## src/rtl/ecc_pkg.sv

```systemverilog
// ecc_pkg -- shared definitions for the ECC operation sequencer.
//   Register word addresses, CTRL/STATUS bit positions, APB strobe codes,
//   core operation modes and sequencer FSM states.
package ecc_pkg;

   // Register map (word addresses)
   localparam logic [1:0] ADDR_CTRL     = 2'd0;
   localparam logic [1:0] ADDR_DATA_IN  = 2'd1;
   localparam logic [1:0] ADDR_DATA_OUT = 2'd2;
   localparam logic [1:0] ADDR_STATUS   = 2'd3;

   // reg_enable strobe codes
   localparam logic [1:0] EN_WRITE = 2'b01;
   localparam logic [1:0] EN_READ  = 2'b10;

   // CTRL bit positions
   localparam int unsigned CTRL_MODE_LSB = 0;
   localparam int unsigned CTRL_START    = 2;
   localparam int unsigned CTRL_IE       = 3;

   // STATUS bit positions
   localparam int unsigned STAT_BUSY     = 0;
   localparam int unsigned STAT_DONE     = 1;
   localparam int unsigned STAT_TIMEOUT  = 2;
   localparam int unsigned STAT_OVR      = 3;
   localparam int unsigned STAT_NERR_LSB = 4;

   typedef enum logic [1:0] {
      MODE_ENCODE  = 2'b00,
      MODE_DECODE  = 2'b01,
      MODE_CORRECT = 2'b10,
      MODE_RSVD    = 2'b11
   } mode_e;

   typedef enum logic [1:0] {
      ST_IDLE      = 2'd0,
      ST_LAUNCH    = 2'd1,
      ST_WAIT      = 2'd2,
      ST_WRITEBACK = 2'd3
   } state_e;

endpackage

```

## src/rtl/ecc_op_sequencer.sv

```systemverilog
// ecc_op_sequencer -- APB-style register front end that launches one ECC
// core operation at a time and collects its result.
// Ports:
//   clk, reset          rising-edge clock, synchronous active-high reset
//   reg_enable, paddr   access strobe (01 write / 10 read) and word address
//   pwdata, prdata      write data in, combinational read data out
//   core_start          one-cycle start pulse to the core
//   core_mode           operation for the core, stable for the whole operation
//   core_data_in        operand (the DATA_IN register)
//   core_done           one-cycle completion pulse, qualifies the two below
//   core_data_out       core result
//   core_num_err        error count reported by the core
//   irq                 STATUS.done AND CTRL.ie
module ecc_op_sequencer
   import ecc_pkg::*;
#(
   parameter int unsigned DATA_WIDTH = 32,
   parameter int unsigned TIMEOUT    = 64
) (
   input  logic                  clk,
   input  logic                  reset,
   input  logic [1:0]            reg_enable,
   input  logic [1:0]            paddr,
   input  logic [DATA_WIDTH-1:0] pwdata,
   output logic [DATA_WIDTH-1:0] prdata,
   output logic                  core_start,
   output logic [1:0]            core_mode,
   output logic [DATA_WIDTH-1:0] core_data_in,
   input  logic                  core_done,
   input  logic [DATA_WIDTH-1:0] core_data_out,
   input  logic [1:0]            core_num_err,
   output logic                  irq
);

   localparam int unsigned CNT_W = $clog2(TIMEOUT + 1);

   state_e                state, state_n;
   logic [1:0]            prev_en;
   logic [CNT_W-1:0]      cnt;
   logic [1:0]            ctrl_mode, mode_lat;
   logic                  ctrl_ie;
   logic [DATA_WIDTH-1:0] data_in, data_out, res_data;
   logic [1:0]            num_err, res_err;
   logic                  st_done, st_timeout, st_ovr;
   logic                  busy, wr_pulse, start_ok, tmo;

   // A write acts only on the rising edge of the 01 strobe.
   assign wr_pulse = (reg_enable == EN_WRITE) && (prev_en != EN_WRITE);
   assign busy     = (state != ST_IDLE);
   assign start_ok = wr_pulse && (paddr == ADDR_CTRL) && pwdata[CTRL_START]
                     && (pwdata[CTRL_MODE_LSB +: 2] != MODE_RSVD);

   always_ff @(posedge clk) begin
      if (reset) state <= ST_IDLE;
      else       state <= state_n;
   end

   always_comb begin
      state_n    = state;
      core_start = 1'b0;
      tmo        = 1'b0;
      case (state)
         ST_IDLE:      if (start_ok) state_n = ST_LAUNCH;
         ST_LAUNCH: begin
            core_start = 1'b1;
            state_n    = ST_WAIT;
         end
         ST_WAIT: begin
            if (core_done) state_n = ST_WRITEBACK;
            else if (cnt == CNT_W'(TIMEOUT - 1)) begin
               state_n = ST_IDLE;
               tmo     = 1'b1;
            end
         end
         ST_WRITEBACK: state_n = ST_IDLE;
         default:      state_n = ST_IDLE;
      endcase
   end

   always_ff @(posedge clk) begin
      if (reset) begin
         prev_en    <= '0;
         cnt        <= '0;
         ctrl_mode  <= '0;
         ctrl_ie    <= 1'b0;
         mode_lat   <= '0;
         data_in    <= '0;
         data_out   <= '0;
         res_data   <= '0;
         res_err    <= '0;
         num_err    <= '0;
         st_done    <= 1'b0;
         st_timeout <= 1'b0;
         st_ovr     <= 1'b0;
      end else begin
         prev_en <= reg_enable;

         if (state == ST_LAUNCH) begin
            cnt      <= '0;
            mode_lat <= ctrl_mode;
         end else if (state == ST_WAIT) begin
            cnt <= cnt + 1'b1;
         end

         // core_done is only guaranteed valid for one cycle, so the result is
         // held here and committed to DATA_OUT in WRITEBACK.
         if ((state == ST_WAIT) && core_done) begin
            res_data <= core_data_out;
            res_err  <= core_num_err;
         end

         if (wr_pulse) begin
            case (paddr)
               ADDR_CTRL: begin
                  if (busy) st_ovr <= 1'b1;
                  else begin
                     ctrl_mode <= pwdata[CTRL_MODE_LSB +: 2];
                     ctrl_ie   <= pwdata[CTRL_IE];
                     if (pwdata[CTRL_START] && (pwdata[CTRL_MODE_LSB +: 2] == MODE_RSVD))
                        st_ovr <= 1'b1;
                  end
               end
               ADDR_DATA_IN: begin
                  if (busy) st_ovr <= 1'b1;
                  else      data_in <= pwdata;
               end
               ADDR_STATUS: begin
                  if (pwdata[STAT_DONE])    st_done    <= 1'b0;
                  if (pwdata[STAT_TIMEOUT]) st_timeout <= 1'b0;
                  if (pwdata[STAT_OVR])     st_ovr     <= 1'b0;
               end
               default: ;
            endcase
         end

         // Placed after the W1C handling so a same-cycle set wins.
         if (state == ST_WRITEBACK) begin
            data_out <= res_data;
            num_err  <= res_err;
            st_done  <= 1'b1;
         end
         if (tmo) st_timeout <= 1'b1;
      end
   end

   // mode_lat is only written at the end of LAUNCH, so CTRL feeds core_mode
   // directly during LAUNCH to keep it valid alongside core_start.
   assign core_mode    = (state == ST_LAUNCH) ? ctrl_mode : mode_lat;
   assign core_data_in = data_in;
   assign irq          = st_done & ctrl_ie;

   always_comb begin
      prdata = '0;
      if (reg_enable == EN_READ) begin
         case (paddr)
            ADDR_CTRL: begin
               prdata[CTRL_MODE_LSB +: 2] = ctrl_mode;
               prdata[CTRL_IE]            = ctrl_ie;
            end
            ADDR_DATA_IN:  prdata = data_in;
            ADDR_DATA_OUT: prdata = data_out;
            ADDR_STATUS: begin
               prdata[STAT_BUSY]          = busy;
               prdata[STAT_DONE]          = st_done;
               prdata[STAT_TIMEOUT]       = st_timeout;
               prdata[STAT_OVR]           = st_ovr;
               prdata[STAT_NERR_LSB +: 2] = num_err;
            end
            default: prdata = '0;
         endcase
      end
   end

endmodule
```

## config.mk

```make
export PLATFORM = sky130hd
export DESIGN_NAME = ecc_op_sequencer
export DESIGN_NICKNAME = d
export VERILOG_FILES = /design/src/rtl/ecc_pkg.sv /design/src/rtl/ecc_op_sequencer.sv
export SDC_FILE = /design/constraint.sdc
export NUM_CORES = 1
export LEC_CHECK = 0
export ABC_AREA = 1
export BUFFER_PORTS_ARGS = -buffer_cell sky130_fd_sc_hd__buf_2
export CAP_MARGIN = 20
export CORE_MARGIN = 10
export CORE_UTILIZATION = 48
export CTS_BUF_LIST = sky130_fd_sc_hd__clkbuf_8
export CTS_CLUSTER_DIAMETER = 100
export DETAILED_ROUTE_END_ITERATION = 16
export PLACE_DENSITY = 0.77
export RECOVER_POWER = 25
export SLEW_MARGIN = 10
export SYNTH_ARGS = -nofsm -noshare
export SYNTH_HDL_FRONTEND = slang
export SYNTH_SLANG_ARGS = --single-unit
export TNS_END_PERCENT = 1
```

## constraint.sdc

```tcl
create_clock -name clk -period 1.15 [get_ports clk]
set_input_delay 0.0575 -clock clk [delete_from_list [all_inputs] [get_ports clk]]
set_output_delay 0.0575 -clock clk [all_outputs]
set_load 0.02 [all_outputs]
```

==> summary.txt <==
Yosys
  – Sequential fraction of the synthesis area: 48.3%
  – #FFs+latches synth: 119
  – Ys Warns: 0
  – Cells after synthesis: 691
  – Avg Synthesized Cell Area: 7.14 sq um
  – Yosys cell types: 26
  – Post-Syn Area: 4930 sq um
  – Syn nets: 771

Flow run
  – Max-Cap Viols: 0

Die
  – Die area: 14700 sq um
  – Die height: 121 microns
  – Std cell rows: 36
  – Io pins: 141
  – Die width: 121 microns
  – Placeable Area: 9910 sq um
  – Starting Density: 49.8%

Layout
  – Share of cells above drive strength 1: 36.6%
  – Final-layout fill cell count: 695
  – FF/Latch Area: 2460 sq um
  – Ant. Diodes: 0
  – Area of the multi-input gates: 2420 sq um
  – Final Cell Area: 7590 sq um
  – NumNets Final: 1002
  – Area growth, synth to finish: 53.9%

Placed design
  – Pre-CTS setup slack: -226 ps
  – Post-DP Area: 6000 sq um
  – Hpwl dp: 11000 microns
  – IO buf count: 140
  – Gpl congestion: 0.943

Drt
  – DRC errors left: 0
  – Total wire length: 16400 microns
  – Vias: 5377
  – Post-DRT Antenna Nets: 0
  – Drt first pass iters: 5
  – Initial DRC count: 605
  – Routed len/inst: 15.3 microns
  – Via density: 5.03

Power and ir drop
  – Pwr Density: 1500 nW/um^2
  – Power, Total: 11.4 mW
  – Lkg Pwr: 3.37 nW
  – VDD IR max: 0.909 mV

Worst setup path
  – Crit path launch: state[1]$_SDFFE_PP0P_
  – WS Path Type: register to output port
  – Crit start category: register
  – Worst EP arrival: 1400 ps
  – WP data required: 1090 ps
  – Worst R2R Start: state[0]$_SDFFE_PP0P_
  – Reg2reg setup slack: -270 ps
  – Worst Setup End Kind: output port
  – Worst-path maximum fanout: 5

Timing
  – Slew margin rel.: 75.7%
  – Fin. Hold Viols: 0
  – Hold WS: 42.3 ps
  – Period minus WS final: 1450 ps
  – Slew Viols, Final: 0
  – Final Skew: 9.21 ps
  – Worst slew pin tran: 364 ps
  – Final period utilization: 127%
  – Final setup TNS: -12520 ps
  – Final setup fails: 124
  – Max Fclk: 687 MHz
  – Unrepaired setup endpoints after global routing: yes
  – PnR worst setup slack: -305 ps

GRT
  – Total gr overflow: 0
  – Total GRT Usage: 22.0%
  – First-pass GRT wire length: 26800 microns
  – Initial antenna violation count: 0
  – Largest net degree at the start of global routing: 74
  – Vias in the first global route: 5419

Clocking
  – Max Root-Sink Buffers: 2
  – CTS Buf Count: 17
  – TritonCTS clock tree: yes
  – CTS Root Cell: clkbuf_8
  – Clock sink total: 119
  – Latest clock arrival within the worst-skew pair: 410 ps
  – H-tree Lvls: 4
  – Reg clk slew, reported paths: 80 ps

Worst hold path
  – Hold Path Class: input port to register
  – Worst Hold Launch: core_done

Outcome
  – Failing checks: negative setup slack
  – Status: finished, violations left
area by class of cell:
cell class / instances / area share [%]
clock buffer: 19 / 3.44
tap: 133 / 2.19
clock inverter: 13 / 2.26
timing repair buffer: 254 / 26.0
sequential: 119 / 32.4
multi-input combinational: 494 / 31.9
inverter: 36 / 1.85
cell families after synthesis:
logic type | after synthesis | share of synthesized area [%]
adders and majority gates | 7 | 1.78
xor gates and xnor gates | 1 | 0.178
and+or+nand+nor | 319 | 25.5
DFF | 119 | 48.3
AOI/OAI and AO/OA | 167 | 17.0
buffers and inverters | 78 | 7.20
timing repair:
item                                   4_1_cts  5_1_grt
pin swaps                                   18        6
hold buffers                                69        0
buffers inserted                             4        0
setup endpoints to repair                  149      150
gates resized for setup                    147       50
endpoints found under the hold margin       75        0
critical path: stages (launching register included):
cell	delay, ps
dfxtp_4	350
buf_6	110
nor2_4	120
inv_2	70
o21ai_2	140
inv_1	70
buf_6	130
cell usage after synthesis, drive strengths merged:
library cell | number | area share, %
o21ai | 110 | 11
nand4 | 1 | 0.13
buf | 18 | 2.6
or2 | 3 | 0.38
nand3 | 11 | 1.1
a31oi | 4 | 0.51
dfxtp | 119 | 48
xnor2 | 1 | 0.18
nand2 | 105 | 8.2
clkbuf | 24 | 1.8
nor2 | 198 | 16
ha | 7 | 1.8
inv | 36 | 2.7
a21oi | 53 | 5.4
nor3 | 1 | 0.10
per-stage QoR:
stage	std cells	utilization, %
2_1_floorplan	691	-
4_1_cts	1068	75.7
6_report	1068	76.6
3_5_place_dp	963	60.6
5_1_grt	1068	76.6
3_3_place_gp	963	60.6
final timing paths:
kind,cells past startpoint,to
setup / recovery,6,core_mode[1]
hold / removal,4,st_timeout$_SDFFE_PP0P_
setup reg to reg,7,core_data_in[26]$_SDFFE_PP0P_
hold reg to reg,2,num_err[1]$_SDFFE_PP0P_
metal layers:
layer	track usage, %	vias to the layer above	share of wire (%)
met5	0	-	0
met4	6.04	0	1.4
met3	5.82	20	6.5
met1	27.4	2474	43
li1	-	2676	-
met2	36.5	207	49
power breakdown:
group	switching, mW	leakage (nW)	total [mW]	internal, mW
registers	0.252	0.991	4.83	4.58
logic	1.40	2.17	2.53	1.13
clock network	1.75	0.213	4.03	2.29
total	3.40	3.37	11.4	7.99
layout by cell type (no fill, tap or decap), types with 3 or more instances in the layout:
cell type / count
a31oi_2: 3
dfxtp_4: 3
ha_2: 3
buf_6: 19
nand2_1: 88
o21ai_0: 88
nor2_4: 3
o21ai_1: 18
o21ai_2: 4
nand3_2: 3
buf_4: 49
bufinv_16: 3
buf_2: 99
a21oi_2: 24
a21oi_1: 29
nor2_1: 185
nor2_2: 9
nand2_2: 16
inv_1: 27
dfxtp_2: 52
clkinv_4: 5
buf_12: 7
clkbuf_1: 9
nand3_1: 8
dfxtp_1: 64
clkbuf_8: 19
dlygate4sd3_1: 69
ha_1: 4
inv_2: 7
registers in the layout (all words and copies together), names as in the netlist:
register	cells
data_out	32
res_err	2
core_data_in	32
prev_en	2
mode_lat	2
ctrl_ie	1
ctrl_mode	2
st_ovr	1
res_data	32
cnt	7
state	2
num_err	2
st_timeout	1
st_done	1
Power figures use the tool's default switching activity.
